File: config.mk
export PLATFORM = sky130hd
export DESIGN_NAME = alu_result_stage_flat
export DESIGN_NICKNAME = d
export VERILOG_FILES = /design/src/rtl/alu_result_stage_pkg.sv /design/src/rtl/alu_result_stage_if.sv /design/src/rtl/alu_result_stage_flag_gen.sv /design/src/rtl/alu_result_stage.sv /design/src/flat_wrapper.sv
export SDC_FILE = /design/constraint.sdc
export NUM_CORES = 1
export LEC_CHECK = 0
export CAP_MARGIN = 10
export CORE_MARGIN = 8
export CORE_UTILIZATION = 57
export CTS_CLUSTER_SIZE = 28
export DETAILED_ROUTE_END_ITERATION = 16
export PLACE_DENSITY_LB_ADDON = 0.3
export SLEW_MARGIN = 20
export SYNTH_ARGS = -nofsm -noshare
export SYNTH_HDL_FRONTEND = slang
export SYNTH_SLANG_ARGS = --single-unit
File: constraint.sdc
create_clock -name clk -period 4.9 [get_ports clk]
set_clock_uncertainty 0.1 [all_clocks]
set_input_delay 0.98 -clock clk [delete_from_list [all_inputs] [get_ports clk]]
set_output_delay 0.98 -clock clk [all_outputs]
set_load 0.005 [all_outputs]
File: src/rtl/alu_result_stage_pkg.sv
// Shared ALU select codes, flag positions and select decode helpers.
package alu_result_stage_pkg;

  localparam logic [3:0] SEL_PASS = 4'b0000;
  localparam logic [3:0] SEL_INC  = 4'b0001;
  localparam logic [3:0] SEL_ADD  = 4'b0010;
  localparam logic [3:0] SEL_ADC  = 4'b0011;
  localparam logic [3:0] SEL_SUB  = 4'b0100;
  localparam logic [3:0] SEL_SBB  = 4'b0101;
  localparam logic [3:0] SEL_DEC  = 4'b0110;
  localparam logic [3:0] SEL_AND  = 4'b0111;
  localparam logic [3:0] SEL_OR   = 4'b1000;
  localparam logic [3:0] SEL_XOR  = 4'b1001;
  localparam logic [3:0] SEL_SHL  = 4'b1010;
  localparam logic [3:0] SEL_NOT  = 4'b1011;

  localparam int FLG_Z = 3;
  localparam int FLG_N = 2;
  localparam int FLG_C = 1;
  localparam int FLG_V = 0;

  function automatic logic is_arith(input logic [3:0] sel);
    return (sel >= SEL_INC) && (sel <= SEL_DEC);
  endfunction

  function automatic logic is_add(input logic [3:0] sel);
    return (sel == SEL_ADD) || (sel == SEL_ADC);
  endfunction

  function automatic logic is_sub(input logic [3:0] sel);
    return (sel == SEL_SUB) || (sel == SEL_SBB);
  endfunction

  function automatic logic is_illegal(input logic [3:0] sel);
    return sel[3] & sel[2];
  endfunction

endpackage

File: src/rtl/alu_result_stage_if.sv
// Valid/ready bundle between the ALU, the result stage and its consumer.
interface alu_result_stage_if;

  logic        in_valid;
  logic        in_ready;
  logic [16:0] in_result;
  logic [3:0]  in_select;
  logic        in_a_msb;
  logic        in_b_msb;
  logic        out_valid;
  logic        out_ready;
  logic [15:0] out_data;
  logic [3:0]  out_flags;

  modport slave (
    input  in_valid, in_result, in_select,
    input  in_a_msb, in_b_msb, out_ready,
    output in_ready, out_valid, out_data, out_flags
  );

  modport master (
    output in_valid, in_result, in_select,
    output in_a_msb, in_b_msb, out_ready,
    input  in_ready, out_valid, out_data, out_flags
  );

endinterface

File: src/rtl/alu_result_stage_flag_gen.sv
// Combinational Z/N/C/V derivation from an ALU result and its select code.
module alu_flag_gen
  import alu_result_stage_pkg::*;
(
  input  logic [16:0] result,
  input  logic [3:0]  select,
  input  logic        a_msb,
  input  logic        b_msb,
  output logic [3:0]  flags
);

  logic r15;
  logic v;

  assign r15 = result[15];

  always_comb begin
    v = 1'b0;
    unique case (1'b1)
      (select == SEL_INC): v = ~a_msb & r15;
      is_add(select):      v = (a_msb == b_msb) & (r15 != a_msb);
      is_sub(select):      v = (a_msb != b_msb) & (r15 != a_msb);
      (select == SEL_DEC): v = a_msb & ~r15;
      default:             v = 1'b0;
    endcase
  end

  always_comb begin
    flags        = '0;
    flags[FLG_Z] = (result[15:0] == 16'h0000);
    flags[FLG_N] = r15;
    flags[FLG_C] = is_arith(select) & result[16];
    flags[FLG_V] = v;
  end

endmodule

File: src/rtl/alu_result_stage.sv
// Result FIFO behind the ALU with flag capture, accumulator feedback,
// committed-op counter and sticky illegal-select error.
module alu_result_stage
  import alu_result_stage_pkg::*;
#(
  parameter int DEPTH = 4,
  parameter int CNT_W = 16
) (
  input  logic             clk,
  input  logic             rst_n,
  alu_result_stage_if.slave bus,
  output logic [15:0]      acc,
  output logic [CNT_W-1:0] op_count,
  output logic             err
);

  localparam int AW = $clog2(DEPTH);
  localparam logic [AW:0] FULL = (AW+1)'(DEPTH);

  logic [15:0]   mem_data  [DEPTH];
  logic [3:0]    mem_flags [DEPTH];
  logic [AW-1:0] wr_ptr;
  logic [AW-1:0] rd_ptr;
  logic [AW:0]   count;
  logic [3:0]    last_flags;
  logic [3:0]    flags;
  logic          push;
  logic          pop;
  logic          wr;

  alu_flag_gen u_flag_gen (
    .result (bus.in_result),
    .select (bus.in_select),
    .a_msb  (bus.in_a_msb),
    .b_msb  (bus.in_b_msb),
    .flags  (flags)
  );

  assign bus.in_ready  = (count != FULL);
  assign bus.out_valid = (count != '0);
  assign push = bus.in_valid & bus.in_ready;
  assign pop  = bus.out_valid & bus.out_ready;
  assign wr   = push & ~is_illegal(bus.in_select);

  // When empty the head shows the last popped entry, which acc already holds.
  assign bus.out_data  = bus.out_valid ? mem_data[rd_ptr]  : acc;
  assign bus.out_flags = bus.out_valid ? mem_flags[rd_ptr] : last_flags;

  always_ff @(posedge clk) begin
    if (wr) begin
      mem_data[wr_ptr]  <= bus.in_result[15:0];
      mem_flags[wr_ptr] <= flags;
    end
  end

  always_ff @(posedge clk or negedge rst_n) begin
    if (!rst_n) begin
      wr_ptr     <= '0;
      rd_ptr     <= '0;
      count      <= '0;
      acc        <= '0;
      last_flags <= '0;
      op_count   <= '0;
      err        <= 1'b0;
    end else begin
      if (wr)
        wr_ptr <= wr_ptr + AW'(1);
      if (pop) begin
        rd_ptr     <= rd_ptr + AW'(1);
        acc        <= bus.out_data;
        last_flags <= bus.out_flags;
        op_count   <= op_count + CNT_W'(1);
      end
      if (wr && !pop)
        count <= count + (AW+1)'(1);
      else if (!wr && pop)
        count <= count - (AW+1)'(1);
      if (push && !wr)
        err <= 1'b1;
    end
  end

endmodule
File: src/flat_wrapper.sv
// flat-port wrapper written by rule: the top's interface ports become plain ports
module alu_result_stage_flat import alu_result_stage_pkg::*;
#(
  parameter int DEPTH = 4,
  parameter int CNT_W = 16
)
  (clk, rst_n, acc, op_count, err, bus_in_valid, bus_in_result, bus_in_select, bus_in_a_msb, bus_in_b_msb, bus_out_ready, bus_in_ready, bus_out_valid, bus_out_data, bus_out_flags);
  alu_result_stage_if bus_i ();
  input  logic clk;
  input  logic rst_n;
  output logic [15:0] acc;
  output logic [CNT_W-1:0] op_count;
  output logic err;
  input wire logic [$bits(bus_i.in_valid)-1:0] bus_in_valid;
  input wire logic [$bits(bus_i.in_result)-1:0] bus_in_result;
  input wire logic [$bits(bus_i.in_select)-1:0] bus_in_select;
  input wire logic [$bits(bus_i.in_a_msb)-1:0] bus_in_a_msb;
  input wire logic [$bits(bus_i.in_b_msb)-1:0] bus_in_b_msb;
  input wire logic [$bits(bus_i.out_ready)-1:0] bus_out_ready;
  output wire logic [$bits(bus_i.in_ready)-1:0] bus_in_ready;
  output wire logic [$bits(bus_i.out_valid)-1:0] bus_out_valid;
  output wire logic [$bits(bus_i.out_data)-1:0] bus_out_data;
  output wire logic [$bits(bus_i.out_flags)-1:0] bus_out_flags;
  assign bus_i.in_valid = bus_in_valid;
  assign bus_i.in_result = bus_in_result;
  assign bus_i.in_select = bus_in_select;
  assign bus_i.in_a_msb = bus_in_a_msb;
  assign bus_i.in_b_msb = bus_in_b_msb;
  assign bus_i.out_ready = bus_out_ready;
  assign bus_in_ready = bus_i.in_ready;
  assign bus_out_valid = bus_i.out_valid;
  assign bus_out_data = bus_i.out_data;
  assign bus_out_flags = bus_i.out_flags;
  alu_result_stage #(.DEPTH(DEPTH), .CNT_W(CNT_W)) u_core (.clk(clk), .rst_n(rst_n), .bus(bus_i), .acc(acc), .op_count(op_count), .err(err));
endmodule
==> impl_metrics.yaml <==
setup_path:
  slowest_delay_ns: 0.71
  arrival_ns: 2.94
  end_kind: "primary output"
  critPathBufInv: 2
  critical-path-slowest-cell: "dfrtp_1"
  start_kind: "flop"
  worst-path-max-fanout: 12
  path_class: "flop to primary output"
  crit_family: "buffers and inverters"
  r2r_start: "u_core.count[0]"
  crit_start: "u_core.rd_ptr[0]"
  cp_cell_sequence: "buf_4, mux4_2, nor2b_1, a21o_1, clkdlybuf4s50_1"
  required_ns: 3.82
floorplanning:
  core_area_um2: 8640
  dieArea_um2: 12100
  num_rows: 34
  start_util: 0.583
  fp.dieH_um: 110
  die_w_um: 110
  ioPinCount: 82
place:
  pre_cts_ws_ns: 1.40
  dp.cells: 506
  hpwlAfterDp_um: 6750
  gp_congestion: 0.723
  io_buffer_count: 81
timing:
  rsz0062_at_grt: "false"
  slew_headroom: 0.272
  final.setup.tns_ns: 0
  setup_viol: 0
  fmax_mhz: 249
  setup_ws_ns: 0.881
  worst_slew_pin_slew_ns: 1.09
  slew_violations: 0
  finalHoldViolCount: 0
  post-route-min-period_ns: 4.02
  fin_crit_sh: 0.820
yosys:
  synth.distinct_cells: 37
  synth_top_area_cell: "edfxtp_1"
  synth_cells: 325
  ys_top_cells_by_count: "edfxtp_1 (76), nand2_1 (69), dfrtp_1 (44), mux2_2 (19), mux4_2 (19)"
  synth_seq_cells: 120
  yosysTopAreaCellShare: 0.453
  ys_top_cells_by_area: "edfxtp_1 (45%), dfrtp_1 (22%), mux4_2 (8.5%)"
  synth_ff_type: "edfxtp_1"
  yosys_warnings: 0
  synth_nets: 361
  syn_avg_cell_area_um2: 15.5
  synthArstFlopShare: 0.367
  synth_edf_count: 76
  ys_seq_area_frac: 0.672
  syn_area_um2: 5030
  yosys.cell_count.top_type: "edfxtp_1"
layout:
  syn2layout_area_growth_pct: 30.7
  nNetsFinal: 453
  final_util: 0.762
  fillers: 533
  fin_cells: 538
  drive_gt1_frac: 0.186
  diodes: 0
grt:
  grt_pass1_vias: 3162
  grt_pass1_wl_um: 17500
  grt_overflow_total: 0
  track_usage: 0.195
  grt_max_degree: 45
  antenna_found_initial: 0
route:
  top_layer: "met4"
  dr_total_vias: 3026
  routed_wl_um: 11100
  wl_met1_um: 4330
  ant_nets: 0
  wl_per_cell_um: 20.6
  dr_wl_met2_um: 5580
  drc: 0
  drt_iter0_drc: 148
  dr_wl_met3_um: 1040
  drt_first_pass_iters: 4
  viasPerCell: 5.62
cts:
  root_buffer: "clkbuf_8"
  cts.sinks: 120
  htree_num_levels: 4
  numCtsBuffers: 17
  hold_buffers: 0
  postCtsSetupBuffers: 0
  cts_tree: "built"
  clk_latency_ns: 0.50
  path_clk_slew_ns: 0.06
  cts_resized: 0
  cts.path.max_buffers: 2
pwr:
  p_leak_nw: 2.55
  finalPower_mw: 4.23
  power_density_nw_per_um2: 643
  ir_drop_uv: 360
outcome:
  status: "finished, final reports clean"
hold_path:
  hp-class: "input pin to async pin"
job:
  maxCapViolCount: 0
==> per-stage QoR <==
stage / hold WS (ns) / instance area (um^2)
after floorplan: 0.340 / 5030
after global placement: 0.352 / 5940
after detailed placement: 0.356 / 5940
after CTS: 0.373 / 6580
after global routing: 0.387 / 6580
final: 0.374 / 6580
==> worst register-to-register path, stage by stage, from the launching register on <==
cell and delay [ns]:
dfrtp_1 0.45, nor3_4 0.90, nor2b_2 0.15, inv_4 0.32
ha_1 0.26, inv_1 0.06, fa_1 0.38, xor2_1 0.15
nor2_1 0.11, xor2_1 0.15
==> path summary, 6_finish.rpt <==
| path | end | slack [ns] | depth (start not counted) |
|---|---|---|---|
| max | bus_out_data[15] | 0.88 | 5 |
| min | u_core.op_count[8] | 0.37 | 1 |
| max reg2reg | u_core.count[2] | 1.78 | 9 |
| min reg2reg | u_core.op_count[15] | 0.37 | 1 |
| max in group asynchronous | u_core.acc[4] | 3.91 | 1 |
| min in group clk | u_core.op_count[15] | 0.37 | 1 |
==> final cells by class <==
cell class / count / area (um^2) / area share
sequential: 120 / 3380 / 0.514
multi-input combinational: 187 / 1570 / 0.238
timing repair buffer: 84 / 831 / 0.126
clock buffer: 20 / 435 / 0.0662
clock inverter: 12 / 199 / 0.0302
tap: 108 / 135 / 0.0205
inverter: 7 / 28.8 / 0.00438
==> state kept, by name (all words and copies together), names as in the netlist <==
register           count
u_core.rd_ptr          2
u_core.mem_flags      16
u_core.last_flags      4
u_core.acc            16
u_core.wr_ptr          2
u_core.op_count       16
u_core.count           3
u_core.err             1
u_core.mem_data       60
==> placed cells by master (no fill, tap or decap), drive strengths merged, types with 5 or more instances in the layout <==
cell type      count
mux4              19
ha                 8
mux2              20
inv                7
bufinv             5
xnor2             18
clkinv             6
nand2             69
nand3              8
nand4              5
dfrtp             44
edfxtp            76
clkbuf            20
nor4               5
clkdlybuf4s50     80
==> per-layer routing <==
metal	up-vias	global-route usage
li1	1374	-
met1	1506	0.248
met2	130	0.313
met3	16	0.0529
met4	0	0.0762
met5	-	0
==> power breakdown <==
group	leakage, nW	internal, mW	switching, mW
registers	1.25	1.33	0.219
logic	0.993	0.811	0.553
clock network	0.309	0.890	0.430
==> cells by family (layout without fill, tap and decap cells) <==
family          Yosys count  in the layout  share of synthesized area
flops                   120            120                      0.672
fa+ha+maj                 9              9                     0.0239
compound gates            5              5                    0.00795
simple gates            111            111                      0.108
buf+inv                  18            123                     0.0169
mux                      40             40                      0.132
xor+xnor                 22             22                     0.0383
Note: power is estimated with default switching activity, not from simulation.
